<file path="src/rtl/cpu_run_monitor.sv">
// Watches a CPU run until timeout, halt PC, unknown PC or (optionally) a PC stall, then
// streams the register file out with a valid/ready handshake. Optional: RUN_MONITOR_STALL_DETECT_EN.
module cpu_run_monitor #(
  parameter int unsigned     XLEN        = 32,
  parameter int unsigned     NUM_REGS    = 32,
  parameter int unsigned     MAX_CYCLES  = 1000,
  parameter logic [XLEN-1:0] HALT_PC     = 'h100,
  parameter int unsigned     STALL_LIMIT = 16
) (
  input  logic            clk,
  input  logic            rst,
  input  logic            pc_valid,
  input  logic [XLEN-1:0] pc,
  input  logic            pc_unknown,
  input  logic [XLEN-1:0] reg_data,
  input  logic            dump_ready,
  output logic [4:0]      reg_sel,
  output logic            dump_valid,
  output logic [4:0]      dump_idx,
  output logic [XLEN-1:0] dump_data,
  output logic            done,
  output logic [1:0]      done_cause,
  output logic [31:0]     cycle_count
);

  if (NUM_REGS < 1 || NUM_REGS > 32 || MAX_CYCLES < 1 || STALL_LIMIT < 1 || XLEN < 1) begin : g_bad_param
    $error("cpu_run_monitor: parameter out of range");
  end

  typedef enum logic [1:0] {
    S_RUN  = 2'd0,
    S_DUMP = 2'd1,
    S_DONE = 2'd2
  } state_t;

  localparam logic [1:0]  CAUSE_TIMEOUT = 2'd0;
  localparam logic [1:0]  CAUSE_HALT    = 2'd1;
  localparam logic [1:0]  CAUSE_UNKNOWN = 2'd2;
  localparam logic [1:0]  CAUSE_STALL   = 2'd3;
  localparam logic [4:0]  LAST_SEL      = 5'(NUM_REGS - 1);
  localparam logic [31:0] LAST_CYCLE    = 32'(MAX_CYCLES - 1);

  state_t      state_q;
  logic [31:0] cycle_count_q, cycle_count_d;
  logic [4:0]  reg_sel_q;
  logic        dump_valid_q;
  logic        done_q;
  logic [1:0]  done_cause_q, done_cause_d;
  logic        run_exit_d;
  logic        stall_hit;

`ifdef RUN_MONITOR_STALL_DETECT_EN
  logic [XLEN-1:0] last_pc_q;
  logic [31:0]     stall_cnt_q;
  logic            pc_match;

  assign pc_match  = pc_valid && (pc == last_pc_q);
  assign stall_hit = pc_match && (stall_cnt_q == 32'(STALL_LIMIT - 1));
`else
  assign stall_hit = 1'b0;
`endif

  // Termination cause priority: unknown PC, halt, stall, timeout.
  always_comb begin
    cycle_count_d = cycle_count_q + 32'd1;
    run_exit_d    = 1'b1;
    done_cause_d  = CAUSE_TIMEOUT;
    if (pc_valid && pc_unknown) begin
      done_cause_d = CAUSE_UNKNOWN;
    end else if (pc_valid && (pc == HALT_PC)) begin
      done_cause_d = CAUSE_HALT;
    end else if (stall_hit) begin
      done_cause_d = CAUSE_STALL;
    end else if (cycle_count_q == LAST_CYCLE) begin
      done_cause_d = CAUSE_TIMEOUT;
    end else begin
      run_exit_d = 1'b0;
    end
  end

  always_ff @(posedge clk) begin
    if (rst) begin
      state_q       <= S_RUN;
      cycle_count_q <= '0;
      reg_sel_q     <= '0;
      dump_valid_q  <= 1'b0;
      done_q        <= 1'b0;
      done_cause_q  <= CAUSE_TIMEOUT;
`ifdef RUN_MONITOR_STALL_DETECT_EN
      last_pc_q     <= '0;
      stall_cnt_q   <= '0;
`endif
    end else begin
      case (state_q)
        S_RUN: begin
          cycle_count_q <= cycle_count_d;
`ifdef RUN_MONITOR_STALL_DETECT_EN
          if (pc_match) begin
            stall_cnt_q <= stall_cnt_q + 32'd1;
          end else if (pc_valid) begin
            stall_cnt_q <= '0;
            last_pc_q   <= pc;
          end
`endif
          if (run_exit_d) begin
            state_q      <= S_DUMP;
            done_cause_q <= done_cause_d;
            dump_valid_q <= 1'b1;
            reg_sel_q    <= '0;
          end
        end
        S_DUMP: begin
          if (dump_valid_q && dump_ready) begin
            if (reg_sel_q == LAST_SEL) begin
              state_q      <= S_DONE;
              dump_valid_q <= 1'b0;
              done_q       <= 1'b1;
              reg_sel_q    <= '0;
            end else begin
              reg_sel_q <= reg_sel_q + 5'd1;
            end
          end
        end
        S_DONE: begin
          done_q       <= 1'b1;
          dump_valid_q <= 1'b0;
          reg_sel_q    <= '0;
        end
        default: begin
          state_q <= S_RUN;
        end
      endcase
    end
  end

  // The read port is combinational, so the beat data is the live read data while a beat is up.
  assign reg_sel     = reg_sel_q;
  assign dump_valid  = dump_valid_q;
  assign dump_idx    = reg_sel_q;
  assign dump_data   = dump_valid_q ? reg_data : '0;
  assign done        = done_q;
  assign done_cause  = done_cause_q;
  assign cycle_count = cycle_count_q;

endmodule

</file>
<file path="config.mk">
export PLATFORM = sky130hd
export DESIGN_NAME = cpu_run_monitor
export DESIGN_NICKNAME = d
export VERILOG_FILES = /design/src/rtl/cpu_run_monitor.sv
export SDC_FILE = /design/constraint.sdc
export NUM_CORES = 1
export LEC_CHECK = 0
export ABC_AREA = 1
export BUFFER_PORTS_ARGS = -buffer_cell sky130_fd_sc_hd__buf_2
export CORE_MARGIN = 2
export CORE_UTILIZATION = 30
export DETAILED_ROUTE_END_ITERATION = 16
export PLACE_DENSITY_LB_ADDON = 0.25
export SLEW_MARGIN = 30
export SYNTH_ARGS = -nofsm -noshare
export SYNTH_HDL_FRONTEND = slang
export SYNTH_SLANG_ARGS = --single-unit
export TNS_END_PERCENT = 20
</file>
<file path="constraint.sdc">
create_clock -name clk -period 1.56 [get_ports clk]
set_clock_uncertainty 0.05 [all_clocks]
set_input_delay 0.312 -clock clk [delete_from_list [all_inputs] [get_ports clk]]
set_output_delay 0.312 -clock clk [all_outputs]
set_load 0.05 [all_outputs]
</file>
Word level (Yosys, flattened, before mapping)
Cells that the tools add are included.
{ "word_totals": {"regBits": 43, "out_inout_bits": 78, "inputBits": 69, "wordCells": 49} }
{ "classes": {"n_mux": 21, "addsub": 2, "eq_ne": 8, "n_bitwise": 1, "n_reduce_logical": 11} }
{ "ops": {"columns": ["op", "count"], "rows": [
  ["adder 32 x 1 -> 32 bit, second input constant", 1],
  ["== test 32 x 10 -> 1 bit, second input constant", 1],
  ["== test 32 x 9 -> 1 bit, second input constant", 1],
  ["2-to-1 mux 32 bit", 1],
  ["2-to-1 mux 5 bit", 3],
  ["one-hot mux 5 bit (3 select lines)", 1],
  ["2-to-1 mux 1 bit", 9],
  ["2-to-1 mux 2 bit", 4],
  ["AND reduction 4 bit", 2],
  ["!= test 2 bit, second input constant", 3],
  ["one-hot mux 2 bit (3 select lines)", 1],
  ["AND reduction 3 bit", 2],
  ["adder 5 x 1 -> 5 bit, second input constant", 1],
  ["== test 5 bit, second input constant", 1],
  ["logical AND 1 bit", 3],
  ["one-hot mux 1 bit (3 select lines)", 1],
  ["nonzero test 3 bit", 1],
  ["== test 2 x 1 -> 1 bit, second input constant", 1],
  ["== test 2 bit, second input constant", 1],
  ["zero test 2 bit", 1],
  ["one-hot mux 1 bit (2 select lines)", 1],
  ["AND reduction 2 bit", 1],
  ["nonzero test 2 bit", 1],
  ["inverter 1 bit", 1]
]} }

Longest topological paths before layout
{ "depth": {"depth_word": 6, "mapped_depth": 12} }

Least setup slack after synthesis
Ideal clock, no wire load.
{ "synth_timing": {"path_type": "reg2reg", "from": "reg cycle_count_q[0] (netlist: cycle_count[0])", "to": "reg cycle_count_q[24] (netlist: cycle_count[24])", "period_less_slack_ps": 2045, "setup_time_ps": 117, "t_arrival_ps": 1878, "stages_incl_launch_ff": 11, "path_slack_ps": -485, "n_path_buf": 0, "cell_sequence": "dfxtp_1 ha_1 nand3_2 nor2_4 nand2_2 nor3_4 inv_2 nor2_4 nand3_1 nand2_1 nor2_1"} }
{ "synth_via": {"elab_chain_cells": 1} }
{ "synth_rtl": {"columns": ["element", "line", "source"], "rows": [
  ["start: declaration", "44", "logic [31:0] cycle_count_q, cycle_count_d;"],
  ["start signal: assignment", "96", "cycle_count_q <= cycle_count_d;"],
  ["adder 32 x 1 -> 32 bit", "65", "cycle_count_d = cycle_count_q + 32'd1;"]
]} }
Every way passes these cells.
A chain may end at the register's enable or synchronous reset.

Worst setup path after layout
{ "layout_timing": {"from": "reg reg_sel_q[1] (netlist: dump_idx[1])", "to": "reg state_q[0]"} }
{ "layout_via": {"elab_chain_cells": 3} }
{ "layout_rtl": {"columns": ["element", "line", "source"], "rows": [
  ["start: declaration", "45", "logic [4:0] reg_sel_q;"],
  ["start signal: assignment", "120", "reg_sel_q <= reg_sel_q + 5'd1;"],
  ["== test 5 bit", "114", "if (reg_sel_q == LAST_SEL) begin"],
  ["!= test 2 bit (no source line)", null, null],
  ["AND reduction 4 bit (no source line)", null, null],
  ["end signal: assignment", "106", "state_q <= S_DUMP;"],
  ["end signal: assignment", "115", "state_q <= S_DONE;"],
  ["end signal: assignment", "130", "state_q <= S_RUN;"],
  ["end: declaration", "43", "state_t state_q;"]
]} }
Every way passes these cells.

==> results.md <==
| Result | Reported | Unit |
|---|---|---|
| Smallest setup slack after layout | -0.1179 | ns |
| Startpoint of the lowest-slack hold path | pc_unknown | - |
| Share of cell area taken by muxes after synthesis | 0 | % |
| RD Place Congestion | 0.8507 | - |
| Endpoint with the worst hold slack | done_cause[0] | - |
| Starting density of the core | 30.94 | % |
| Violated checks | negative setup slack | - |
| Via count of the first global-routing pass | 3430 | - |
| Most common cell after layout, fill and taps aside | sky130_fd_sc_hd__buf_2 | - |
| Leakage component of the power | 2.337 | nW |
| Vertical die dimension | 101.9 | microns |
| Total detailed-routing wirelength | 9.996 | mm |
| Cell area after placement | 4302 | sq um |
| Reg-to-reg endpoint | state_q[0] | - |
| Post-layout power | 5.954 | mW |
| Area fraction in and, or, nand and nor cells after synthesis | 40.16 | % |
| Storage cell area | 909.6 | sq um |
| Yosys synthesis warning count | 0 | - |
| Data arrival time of the critical path | 1.82 | ns |
| Avg Vias per Cell | 4.466 | - |
| Final Hold Fails | 0 | - |
| Area delta synth->final | 71.25 | % |
| Remaining Overflow, GRT | 0 | - |
| Top library cells by usage in the layout, fill and taps aside | sky130_fd_sc_hd__buf_2 (114), sky130_fd_sc_hd__nand2_1 (83), sky130_fd_sc_hd__buf_4 (80) | - |
| Worst hold slack across all endpoints | 0.2531 | ns |
| Critical-path cell list | ha_4 > nand2_1 > nor2_1 > ha_2 > nor2_4 > or4_1 > nand2_1 > a21oi_1 | - |
| Combinational family with the most area after synthesis | simple AND/OR/NAND/NOR gates | - |
| Transition at the pin with the smallest max-transition slack | 0.2738 | ns |
| Avg WL per Cell | 12.53 | microns |
| Adder and majority cell fraction of the synthesized area | 3.049 | % |
| Startpoint-to-endpoint class of the critical path | reg2reg | - |
| Antenna violations before repair | 0 | - |
| Register clock-pin slew on the reported worst setup and hold paths | 0.08 | ns |
| Mean instance size in the synthesized netlist | 6.259 | sq um |
| Total of flip-flops plus latches after synthesis | 43 | - |
| Antenna diode count | 0 | - |
| Pre-antenna DRT Iters | 4 | - |
| Post-Syn Nets | 535 | - |
| Unrepaired setup endpoints after global routing | true | - |
| Sequential fraction of the synthesis area | 29.97 | % |
| CP Max Fanout | 4 | - |
| Critical Path End Type | flip-flop | - |
| Die ar. | 10370 | sq um |
| Post-synthesis async set-or-reset flop share | 0 | % |
| Type of the worst min-delay path | in2reg | - |
| Hold Path Cell Cnt | 4 | - |
| DRC Markers | 0 | - |
| Root Buffer | sky130_fd_sc_hd__clkbuf_8 | - |
| Area share of the largest cell type after synthesis | 29.97 | % |
| Number of rows in the core area | 35 | - |
| Peak supply drop | 0.7686 | mV |
| Synthesized instance count | 459 | - |
| Core outline area | 9284 | sq um |
| # IOs | 147 | - |
| Final min period | 1.678 | ns |
| Number of slew-limit violations in the final report | 0 | - |
| Multi-input gate area in the final layout | 1841 | sq um |
| Cell type with the largest total area after synthesis | sky130_fd_sc_hd__dfxtp_1 | - |
| Maximum clock rate | 0.5960 | GHz |
| Top cells by area, synth | sky130_fd_sc_hd__dfxtp_1 (30%), sky130_fd_sc_hd__nand2_1 (13%), sky130_fd_sc_hd__inv_1 (11%) | - |
| Rel. slew slack | 81.58 | % |
| Synth cell types | 35 | - |
| Cell repeated most along the worst path | sky130_fd_sc_hd__nand2_1 | - |
| Total GRT Usage | 18.27 | % |
| Most common flop cell mapped by yosys | sky130_fd_sc_hd__dfxtp_1 | - |
| Largest incremental delay on the critical path | 0.47 | ns |
| Compound-Gate Fraction of Synth Area | 9.713 | % |
| Maximum number of buffers from clock root to sink | 2 | - |
| Global-route wire length before repair | 15.30 | mm |
| TritonCTS buffer count | 5 | - |
| Largest net degree at the start of global routing | 18 | - |
| Die extent in x | 101.9 | microns |
| Setup slack on the worst flop-to-flop path | -0.12 | ns |
| Drt first-iter violations | 71 | - |
| Data required time at the worst endpoint | 1.70 | ns |
| Number of nets still failing antenna checks after routing | 0 | - |
| Proportion of layout cells with a drive suffix above 1 | 55.46 | % |
| Count of fill cells added during filler insertion | 924 | - |
| Run status | complete, but fails checks | - |
| Part of the cycle the worst path needs | 107.6 | % |
| Number of buffer cells added on primary ports | 146 | - |
| Number of synthesized flops with an enable pin | 0 | - |
| Xor and xnor area share after synthesis | 2.439 | % |
| TritonCTS clock tree | built | - |
| Detail Placement HPWL | 7.498 | mm |
| Number of nets in the final layout | 744 | - |
| Startpoint type of the worst setup path | flip-flop | - |
| Cell area after technology mapping | 2873 | sq um |
| Critical Path Slowest Stage Cell | sky130_fd_sc_hd__or4_1 | - |
| Ratio of total power to cell area | 1210 | nW/um^2 |
| Post-route cell area | 4920 | sq um |
| Worst reg2reg startpoint | dump_idx[1] | - |
| Final total negative setup slack | -0.5975 | ns |
| Detailed-route via count | 3564 | - |
| Number of H-tree branching levels | 2 | - |
| Clock Sinks | 43 | - |
| Number of max-cap violations | 0 | - |
| Finish-stage setup viols | 16 | - |
| Post-CTS Hold Fix Bufs | 0 | - |
| Skew-Pair Late Insertion Delay | 0.29 | ns |
| Worst-case reg-to-reg path depth | 8 | - |
[timing repair]
item                       4_1_cts  5_1_grt
cloned                           0        1
gates resized for setup         44       94
buffers inserted                 6        8
setup endpoints to repair       57       64
pin swaps                        6       13
[power breakdown]
part / total (mW) / switching (mW) / leakage [nW] / internal [mW]
Sequential: 1.41 / 0.135 / 0.361 / 1.28
Clock: 0.702 / 0.383 / 0.0395 / 0.319
Combinational: 3.84 / 2.44 / 1.94 / 1.40
Total: 5.95 / 2.96 / 2.34 / 2.99
[worst max-delay path, delay by kind of cell, from the launching register on]
family                   cells  cell delay, ns
AO/OA/AOI/OAI                1            0.04
flip-flops                   1            0.37
AND/OR/NAND/NOR              5            0.78
adder cells (fa/ha/maj)      2            0.34
[worst max-delay path by stage]
| stage | end | slack [ns] | start | cells after the start |
|---|---|---|---|---|
| after global placement | cycle_count[29] | -0.1 | state_q[0] | 10 |
| after detailed placement | cycle_count[14] | -0.15 | state_q[0] | 9 |
| after floorplan | cycle_count[24] | -0.15 | cycle_count[1] | 10 |
| after global routing | cycle_count[29] | -0.18 | state_q[1] | 10 |
| after CTS | state_q[0] | -0.04 | dump_idx[1] | 8 |
| final | state_q[0] | -0.12 | dump_idx[1] | 8 |
[per-layer routing]
layer / vias up / track usage, % / part of all wire (%)
li1: 1836 / - / -
met1: 1616 / 21.97 / 42
met2: 104 / 33.86 / 52
met3: 8 / 3.078 / 5.1
met4: 0 / 4.308 / 0.76
met5: - / 0 / 0
[cells in the mapped netlist (3+ instances only)]
library cell               number
sky130_fd_sc_hd__o21ai_1        5
sky130_fd_sc_hd__xor2_1         4
sky130_fd_sc_hd__inv_2          4
sky130_fd_sc_hd__o21ai_0       13
sky130_fd_sc_hd__inv_1         85
sky130_fd_sc_hd__nand2_2        5
sky130_fd_sc_hd__nor2_4         5
sky130_fd_sc_hd__nor3_2         3
sky130_fd_sc_hd__ha_1           7
sky130_fd_sc_hd__nand3_2        5
sky130_fd_sc_hd__nand4_1        7
sky130_fd_sc_hd__nor2_1        71
sky130_fd_sc_hd__nor3_1         7
sky130_fd_sc_hd__nand2_1      102
sky130_fd_sc_hd__clkbuf_1       9
sky130_fd_sc_hd__buf_4          5
sky130_fd_sc_hd__dfxtp_1       43
sky130_fd_sc_hd__nor2_2         4
sky130_fd_sc_hd__nand3_1       24
sky130_fd_sc_hd__a21oi_1       28
sky130_fd_sc_hd__nor3_4         3
sky130_fd_sc_hd__xnor2_1        4
[metrics by stage]
stage / util [%] / setup slack (ns) / std cells
floorplan: - / -0.1517 / 459
global placement: 46.33 / -0.09813 / 775
detailed placement: 46.33 / -0.1504 / 775
CTS: 49.11 / -0.04324 / 789
global route: 52.99 / -0.1813 / 798
finish: 52.99 / -0.1179 / 798
[registers in the layout, indices dropped and copies added (netlist names)]
name and cells:
cycle_count 32, dump_idx 5, done_cause 2, done 1, dump_valid 1, state_q 2
[kinds of logic after synthesis]
family	count (synthesis)
adders and majority gates	7
and+or+nand+nor	244
xor gates and xnor gates	8
buffers and inverters	105
AOI/OAI and AO/OA	52
DFF	43
[area by class of cell]
class	count	area share (%)
multi-input combinational	311	37.41
timing repair buffer	218	30.01
sequential	43	18.49
inverter	89	9.181
tap	129	3.281
clock buffer	8	1.628
No activity file was read; power rests on OpenSTA's default activity.
